==> src/rtl/conv2_pkg.sv <==
// Shared layer constants and state encoding for the Conv2 row-convolution sequencer.
package conv2_pkg;

    localparam int KERNEL  = 3;
    localparam int OUT_W   = 30;
    localparam int OUT_H   = 42;
    localparam int IN_W    = 32;
    localparam int FADDR_W = 11;
    localparam int POS_W   = 11;

    localparam int TAP_W = 2;
    localparam int COL_W = 5;
    localparam int ROW_W = 6;

    typedef enum logic [2:0] {
        S_IDLE   = 3'd0,
        S_CLEAR  = 3'd1,
        S_ISSUE  = 3'd2,
        S_WAIT   = 3'd3,
        S_OUTPUT = 3'd4,
        S_DONE   = 3'd5
    } state_t;

endpackage

==> src/rtl/conv2_sched_if.sv <==
// Buffer-read, MAC-array and result-stream signals between the sequencer and its neighbours.
interface conv2_sched_if;
    import conv2_pkg::*;

    logic               feat_rd_en;
    logic [FADDR_W-1:0] feat_rd_addr;
    logic               w_rd_en;
    logic [TAP_W-1:0]   w_rd_addr;
    logic               mac_valid;
    logic               mac_clear;
    logic               mac_done;
    logic               out_valid;
    logic               out_ready;
    logic [POS_W-1:0]   out_pos;

    modport master (
        output feat_rd_en, feat_rd_addr, w_rd_en, w_rd_addr,
        output mac_valid, mac_clear, out_valid, out_pos,
        input  mac_done, out_ready
    );

    modport slave (
        input  feat_rd_en, feat_rd_addr, w_rd_en, w_rd_addr,
        input  mac_valid, mac_clear, out_valid, out_pos,
        output mac_done, out_ready
    );

endinterface

==> src/rtl/conv2_pos_cnt.sv <==
// Output-position counters: column, row, running row base address and linear index.
// The row base grows by IN_W on each column wrap so no multiplier is needed.
module conv2_pos_cnt
    import conv2_pkg::*;
(
    input  logic               clk,
    input  logic               rst_n,
    input  logic               inc,
    input  logic               clr,
    output logic [COL_W-1:0]   col,
    output logic [FADDR_W-1:0] base,
    output logic [POS_W-1:0]   pos,
    output logic               last_pos
);

    logic [ROW_W-1:0] row;
    logic             col_last;

    assign col_last = (col == COL_W'(OUT_W - 1));
    assign last_pos = col_last && (row == ROW_W'(OUT_H - 1));

    // Advance one output position per accepted result; wrap columns into the next row.
    always_ff @(posedge clk or negedge rst_n) begin
        if (!rst_n) begin
            col  <= '0;
            row  <= '0;
            base <= '0;
            pos  <= '0;
        end else if (clr) begin
            col  <= '0;
            row  <= '0;
            base <= '0;
            pos  <= '0;
        end else if (inc) begin
            pos <= pos + POS_W'(1);
            if (col_last) begin
                col  <= '0;
                row  <= row + ROW_W'(1);
                base <= base + FADDR_W'(IN_W);
            end else begin
                col <= col + COL_W'(1);
            end
        end
    end

endmodule

==> src/rtl/conv2_sched.sv <==
// Conv2 sequencer: per output position clears the array, issues KERNEL feature/weight
// reads, waits for the array result and hands it downstream under valid/ready.
//
//   state    | meaning
//   ---------+-----------------------------------------------------------
//   S_IDLE   | waiting for start
//   S_CLEAR  | one-cycle accumulator clear
//   S_ISSUE  | KERNEL cycles of feature/weight reads, tap 0..KERNEL-1
//   S_WAIT   | waiting for the array's mac_done pulse
//   S_OUTPUT | result offered downstream until out_ready
//   S_DONE   | one-cycle done pulse, position counters cleared
module conv2_sched
    import conv2_pkg::*;
(
    input  logic                 clk,
    input  logic                 rst_n,
    input  logic                 start,
    input  logic                 abort,
    conv2_sched_if.master        bus,
    output logic                 busy,
    output logic                 done,
    output logic                 err
);

    state_t             state;
    state_t             state_nx;
    logic [TAP_W-1:0]   tap;
    logic               tap_last;
    logic               issuing;
    logic               pos_inc;
    logic               pos_clr;
    logic               mac_valid_q;
    logic               err_q;
    logic               err_set;
    logic [COL_W-1:0]   col;
    logic [FADDR_W-1:0] base;
    logic [POS_W-1:0]   pos;
    logic               last_pos;

    conv2_pos_cnt u_pos_cnt (
        .clk      (clk),
        .rst_n    (rst_n),
        .inc      (pos_inc),
        .clr      (pos_clr),
        .col      (col),
        .base     (base),
        .pos      (pos),
        .last_pos (last_pos)
    );

    assign tap_last = (tap == TAP_W'(KERNEL - 1));
    assign issuing  = (state == S_ISSUE);

    // Once the final tap's mac_valid is out (first WAIT cycle) a result pulse is legal.
    assign err_set = bus.mac_done &&
                     ((state == S_IDLE) || (state == S_CLEAR) ||
                      (state == S_ISSUE) || (state == S_OUTPUT));

    // State register.
    always_ff @(posedge clk or negedge rst_n) begin
        if (!rst_n) state <= S_IDLE;
        else        state <= state_nx;
    end

    // Next-state and position-counter control; abort overrides every transition.
    always_comb begin
        state_nx = state;
        pos_inc  = 1'b0;
        pos_clr  = 1'b0;
        case (state)
            S_IDLE:   if (start) state_nx = S_CLEAR;
            S_CLEAR:  state_nx = S_ISSUE;
            S_ISSUE:  if (tap_last) state_nx = S_WAIT;
            S_WAIT:   if (bus.mac_done) state_nx = S_OUTPUT;
            S_OUTPUT: begin
                if (bus.out_ready) begin
                    pos_inc  = 1'b1;
                    state_nx = last_pos ? S_DONE : S_CLEAR;
                end
            end
            S_DONE: begin
                pos_clr  = 1'b1;
                state_nx = S_IDLE;
            end
            default: state_nx = S_IDLE;
        endcase
        if (abort) begin
            state_nx = S_IDLE;
            pos_inc  = 1'b0;
            pos_clr  = 1'b1;
        end
    end

    // Tap counter runs only inside ISSUE and is zero everywhere else.
    always_ff @(posedge clk or negedge rst_n) begin
        if (!rst_n)                           tap <= '0;
        else if (issuing && !tap_last && !abort) tap <= tap + TAP_W'(1);
        else                                  tap <= '0;
    end

    // mac_valid is the read strobe delayed by the RAMs' one-cycle latency.
    always_ff @(posedge clk or negedge rst_n) begin
        if (!rst_n) mac_valid_q <= 1'b0;
        else        mac_valid_q <= issuing && !abort;
    end

    // Sticky protocol error, cleared only by reset.
    always_ff @(posedge clk or negedge rst_n) begin
        if (!rst_n) err_q <= 1'b0;
        else        err_q <= err_q | err_set;
    end

    assign bus.feat_rd_en   = issuing;
    assign bus.w_rd_en      = issuing;
    assign bus.feat_rd_addr = issuing ? (base + FADDR_W'(col) + FADDR_W'(tap)) : '0;
    assign bus.w_rd_addr    = issuing ? tap : '0;
    assign bus.mac_valid    = mac_valid_q;
    assign bus.mac_clear    = (state == S_CLEAR);
    assign bus.out_valid    = (state == S_OUTPUT);
    assign bus.out_pos      = pos;

    assign busy = (state != S_IDLE);
    assign done = (state == S_DONE);
    assign err  = err_q;

endmodule

==> src/flat_wrapper.sv <==
// flat-port wrapper written by rule: the top's interface ports become plain ports
module conv2_sched_flat import conv2_pkg::*;
  (clk, rst_n, start, abort, busy, done, err, bus_feat_rd_en, bus_feat_rd_addr, bus_w_rd_en, bus_w_rd_addr, bus_mac_valid, bus_mac_clear, bus_out_valid, bus_out_pos, bus_mac_done, bus_out_ready);
  conv2_sched_if bus_i ();
  input  logic clk;
  input  logic rst_n;
  input  logic start;
  input  logic abort;
  output logic busy;
  output logic done;
  output logic err;
  output wire logic [$bits(bus_i.feat_rd_en)-1:0] bus_feat_rd_en;
  output wire logic [$bits(bus_i.feat_rd_addr)-1:0] bus_feat_rd_addr;
  output wire logic [$bits(bus_i.w_rd_en)-1:0] bus_w_rd_en;
  output wire logic [$bits(bus_i.w_rd_addr)-1:0] bus_w_rd_addr;
  output wire logic [$bits(bus_i.mac_valid)-1:0] bus_mac_valid;
  output wire logic [$bits(bus_i.mac_clear)-1:0] bus_mac_clear;
  output wire logic [$bits(bus_i.out_valid)-1:0] bus_out_valid;
  output wire logic [$bits(bus_i.out_pos)-1:0] bus_out_pos;
  input wire logic [$bits(bus_i.mac_done)-1:0] bus_mac_done;
  input wire logic [$bits(bus_i.out_ready)-1:0] bus_out_ready;
  assign bus_feat_rd_en = bus_i.feat_rd_en;
  assign bus_feat_rd_addr = bus_i.feat_rd_addr;
  assign bus_w_rd_en = bus_i.w_rd_en;
  assign bus_w_rd_addr = bus_i.w_rd_addr;
  assign bus_mac_valid = bus_i.mac_valid;
  assign bus_mac_clear = bus_i.mac_clear;
  assign bus_out_valid = bus_i.out_valid;
  assign bus_out_pos = bus_i.out_pos;
  assign bus_i.mac_done = bus_mac_done;
  assign bus_i.out_ready = bus_out_ready;
  conv2_sched u_core (.clk(clk), .rst_n(rst_n), .start(start), .abort(abort), .bus(bus_i), .busy(busy), .done(done), .err(err));
endmodule
==> config.mk <==
export PLATFORM = sky130hd
export DESIGN_NAME = conv2_sched_flat
export DESIGN_NICKNAME = d
export VERILOG_FILES = /design/src/rtl/conv2_pkg.sv /design/src/rtl/conv2_sched_if.sv /design/src/rtl/conv2_pos_cnt.sv /design/src/rtl/conv2_sched.sv /design/src/flat_wrapper.sv
export SDC_FILE = /design/constraint.sdc
export NUM_CORES = 1
export LEC_CHECK = 0
export CORE_MARGIN = 3
export CORE_UTILIZATION = 48
export DETAILED_ROUTE_END_ITERATION = 10
export PLACE_DENSITY = 0.75
export SYNTH_ARGS = -nofsm -noshare
export SYNTH_HDL_FRONTEND = slang
export SYNTH_SLANG_ARGS = --single-unit
export TNS_END_PERCENT = 20
==> constraint.sdc <==
create_clock -name clk -period 1.9 [get_ports clk]
set_clock_uncertainty 0.05 [all_clocks]
set_input_delay 0.19 -clock clk [delete_from_list [all_inputs] [get_ports clk]]
set_output_delay 0.19 -clock clk [all_outputs]
set_load 0.005 [all_outputs]
## Word-level counts from Yosys, hierarchy flattened

Index checks and enable logic that the tools add are counted.

| storage, ports and cells | value |
|---|---|
| bits in registers | 40 |
| input bits | 6 |
| word-level logic and storage cells | 70 |

| cells by class | value |
|---|---|
| $add $sub $neg | 7 |
| equality and inequality tests | 12 |
| mux-type cells | 26 |
| bitwise operators | 1 |
| reductions and logical operators | 16 |

Operator list:

| kind | count |
|---|---|
| 11-bit two-way mux | 6 |
| 3-bit two-way mux | 6 |
| 6-bit two-way mux | 3 |
| 5-bit two-way mux | 3 |
| 3-bit one-hot mux with 5 select lines | 1 |
| 11-bit by 1-bit adder with 11-bit output (second input constant) | 1 |
| 11-bit by 2-bit adder with 11-bit output | 1 |
| 11-bit by 5-bit adder with 11-bit output | 1 |
| 11-bit by 6-bit adder with 11-bit output (second input constant) | 1 |
| 6-bit by 1-bit adder with 6-bit output (second input constant) | 1 |
| 3-bit by 2-bit equality test with 1-bit output (second input constant) | 2 |
| 3-bit equality test (second input constant) | 2 |
| 6-bit equality test (second input constant) | 1 |
| 3-bit by 2-bit != test with 1-bit output (second input constant) | 2 |
| 3-bit != test (second input constant) | 2 |
| 5-bit by 1-bit adder with 5-bit output (second input constant) | 1 |
| 5-bit equality test (second input constant) | 1 |
| 1-bit logical AND | 5 |
| 1-bit two-way mux | 5 |
| 2-bit two-way mux | 2 |
| 4-bit AND reduction | 1 |
| 2-bit nonzero test | 2 |
| 3-bit by 1-bit equality test with 1-bit output (second input constant) | 1 |
| 3-bit logical NOT | 1 |
| 7 further kinds | 10 |

## Logic depth before layout (Yosys ltp)

| logic depth | value |
|---|---|
| depth after elaboration | 6 |
| gate-level depth with buffers | 7 |
| mapped depth without buffers | 6 |

## Modules after synthesis

Synthesis repeated with hierarchy kept, for this count alone.

| second synthesis, totals | value |
|---|---|
| cell total of the unflattened synthesis | 276 |
| area, all modules | 2,469.9 um^2 |

By module, submodules not included:

| module | times used | cells each | area an instance (um^2) |
|---|---|---|---|
| conv2_pos_cnt | 1 | 161 | 1,544.0 |
| conv2_sched | 1 | 115 | 925.9 |

## Worst setup path before layout

No wires, ideal clock.

| path | value |
|---|---|
| kind | reg-to-output |
| start point | reg u_core.u_pos_cnt.col[1] |
| end point | out bus_feat_rd_addr[9] |
| data arrival time | 1,753 ps |
| data required time | 1,660 ps |
| slack | -93 ps |
| cell stages (with the launch flop) | 7 |
| path buffers | 0 |
| cells stage by stage | dfrtp_1 > ha_1 > ha_1 > fa_1 > nand4_1 > or3_1 > a21oi_1 |

| on the way | value |
|---|---|
| cells in the longest elaborated chain, start to end | 3 |

Ends and longest elaborated chain:

| item | line | source |
|---|---|---|
| start: declaration | conv2_pos_cnt.sv:10 | `output logic [COL_W-1:0] col,` |
| start signal: assignment | conv2_pos_cnt.sv:41 | `col <= col + COL_W'(1);` |
| 11-bit by 5-bit adder with 11-bit output | conv2_sched.sv:115 | `assign bus.feat_rd_addr = issuing ? (base + FADDR_W'(col) + FADDR_W'(tap)) : '0;` |
| 11-bit by 2-bit adder with 11-bit output | conv2_sched.sv:115 |  |
| 11-bit two-way mux | conv2_sched.sv:115 |  |
| end: declaration | flat_wrapper.sv:13 | `output wire logic [$bits(bus_i.feat_rd_addr)-1:0] bus_feat_rd_addr;` |

Every way passes these cells.

## Worst setup path after layout

Ends and elaborated chain as after synthesis.

==> out/qor.csv <==
metric;value;unit
status;finished, violations left;
violations;negative setup slack;
syn_area;2160;µm²
grt_usage;20.3;%
layout_common_cells;nor2_1, buf_4, dfrtp_1, clkdlybuf4s50_1, xor2_1;
hold-worst-slack;0.257;ns
die_area;5330;µm²
rr_startpoint;u_core.tap[1];
min_period;2.41;ns
period_share;127;%
final_area;2990;µm²
fin_util;71.6;%
hold_viol;0;
synthArstFlopShare;100;%
viasPerCell;5.47;
worstHoldPathType;input pin to async pin;
worst_slack;-0.506;ns
syn_avg_cell_area;9.13;µm²
internal-power;1.27;mW
seqPwrFrac;46.9;%
syn_to_final_growth;38.7;%
die_y;73.0;µm
yosys_most_used_dff;dfrtp_1;
cts_hold_buf;0;
cp-start-kind;flop;
synth_cells;236;
synthTopCellsByArea;dfrtp_1, ha_1, nor2_1, xor2_1, a21oi_1;
drt-pass1-iter-count;4;
reg2reg_depth;6;
clk_latency;0.29;ns
p_per_area;560;nW/µm²
port_buffers;37;
drive_gt1_share;23.5;%
setup.worst_path.class;flop to output pin;
numCtsBuffers;5;
syn_nets;256;
dpl_cell_area;2770;µm²
p_leak;1.33;nW
setup_viol;9;
dp_hpwl;3420;µm
drt_iter0_markers;89;
grt_pass1_vias;1881;
cp_data_required_time;1.66;ns
tns;-3.32;ns
reg2reg_to;u_core.state[2];
fin_nets;322;
detail-route-antenna-nets;0;
wl_per_cell;14.2;µm
synth_seq_area_share;40.6;%
clkTransAtPathRegs;0.07;ns
globalplace.congestion;0.817;
cp-end-kind;output pin;
dieWidth;73.0;µm
synth-edff-count;0;
grt_use_met2;33.8;%
reg2reg_slack;0.13;ns
slew_violations;0;
swShare;24.4;%
grt.busiest_layer;met2;
use_met3;4.27;%
synth_area_leader_cell;dfrtp_1;
synth_seq_cells;35;
route.vias.total;1926;
grt_overflow;0;
cp_max_fo;3;
num_io_pins;38;
cts_sinks;35;
antenna_found_initial;0;
max_cap_violations;0;
cts-htree-levels;2;
clockRootBuffer;clkbuf_8;
drcViolationCount;0;
cp.arrival;2.17;ns
max_freq;416;MHz
coreArea;4170;µm²
combPwrFrac;14.8;%
grt_pass1_wl;8520;µm
start_util;51.7;%
pwr-share-clk;38.3;%
rows;23;
cts_buffer_depth;2;
slew_headroom;69.9;%
routed_wirelength;5000;µm
cts_tree;done;
rsz0062_at_grt;true;
grt_max_degree;36;
netlist.area_leader.share;40.6;%
worst_slew_pin_slew;0.451;ns
diodes;0;
yosys_warnings;0;
synth_cell_types;36;
irDropWorstVdd;0.426;mV
p_sw;408;µW
final_common_cell;nor2_1;
use_met1;25.9;%
-- what timing repair did --
action | in CTS | in global routing
gates cloned | 0 | 0
endpoints found under the setup margin | 17 | 23
setup buffers | 3 | 0
gates resized for setup | 32 | 16
pin swaps | 11 | 9
-- per-layer routing --
metal	vias up	part of all wire, %
met5	-	0
met1	913	44
li1	964	-
met4	0	1.4
met2	41	51
met3	8	3.3
-- stage by stage --
step	instances	setup slack [ns]	total power, mW
global placement	342	-0.455	1.03
finish	352	-0.506	1.67
CTS	352	-0.540	1.69
global route	352	-0.596	1.75
detailed placement	342	-0.510	1.04
floorplan	236	-0.0532	0.908
-- sequential cells by signal (all words and copies together) (netlist names) --
name	flops
u_core.state	3
u_core.u_pos_cnt.row	6
u_core.bus.mac_valid	1
u_core.u_pos_cnt.pos	11
u_core.tap	2
u_core.u_pos_cnt.base	6
u_core.err	1
u_core.u_pos_cnt.col	5
-- worst max path at each step --
stage | from | to | slack (ns)
2_1_floorplan | u_core.u_pos_cnt.col[1] | bus_feat_rd_addr[9] | -0.05
3_3_place_gp | u_core.u_pos_cnt.col[1] | bus_feat_rd_addr[9] | -0.45
3_5_place_dp | u_core.u_pos_cnt.col[1] | bus_feat_rd_addr[9] | -0.51
4_1_cts | u_core.u_pos_cnt.col[1] | bus_feat_rd_addr[7] | -0.54
5_1_grt | u_core.u_pos_cnt.col[1] | bus_feat_rd_addr[9] | -0.60
6_report | u_core.u_pos_cnt.col[1] | bus_feat_rd_addr[9] | -0.51
-- final cells by class --
| type | count | area [µm²] |
|---|---|---|
| Clock buffer | 6 | 72.6 |
| Clock inverter | 1 | 30.0 |
| Fill cell | 313 | 1180 |
| Inverter | 6 | 22.5 |
| Multi-Input combinational cell | 180 | 1290 |
| Sequential cell | 35 | 880 |
| Tap cell | 50 | 62.6 |
| Timing Repair Buffer | 74 | 634 |
-- cell families after synthesis --
kind of cell	count (synthesis)	share of synthesized area, %
and+or+nand+nor	111	27.5
adders and majority gates	14	8.47
AOI/OAI and AO/OA	28	7.31
buffers and inverters	21	4.76
xor gates and xnor gates	23	9.34
muxes	4	1.97
DFF	35	40.6
-- synthesized netlist by cell type (6+ instances only) --
cell and instances:
a21oi_1 15, buf_2 7, dfrtp_1 35, ha_1 13, inv_1 6, nand2_1 10
nand3_1 11, nand4_1 9, nor2_1 38, nor3_1 6, nor4_1 6, xnor2_1 8
xor2_1 15
-- power by group through the flow --
stage               Combinational [mW]  Sequential (mW)  Clock, mW
floorplan                        0.124            0.784          0
global placement                 0.241            0.792          0
detailed placement               0.246            0.792          0
CTS                              0.249            0.782      0.657
global route                     0.273            0.787      0.689
finish                           0.248            0.785      0.641
-- worst max-delay path: stages, from the launching register on --
cell	delay, ns
dfrtp_2	0.44
ha_4	0.28
ha_4	0.13
fa_2	0.20
nand4_1	0.12
buf_4	0.16
or3_4	0.32
a21oi_2	0.11
buf_2	0.11
No activity file was read; power rests on OpenSTA's default activity.
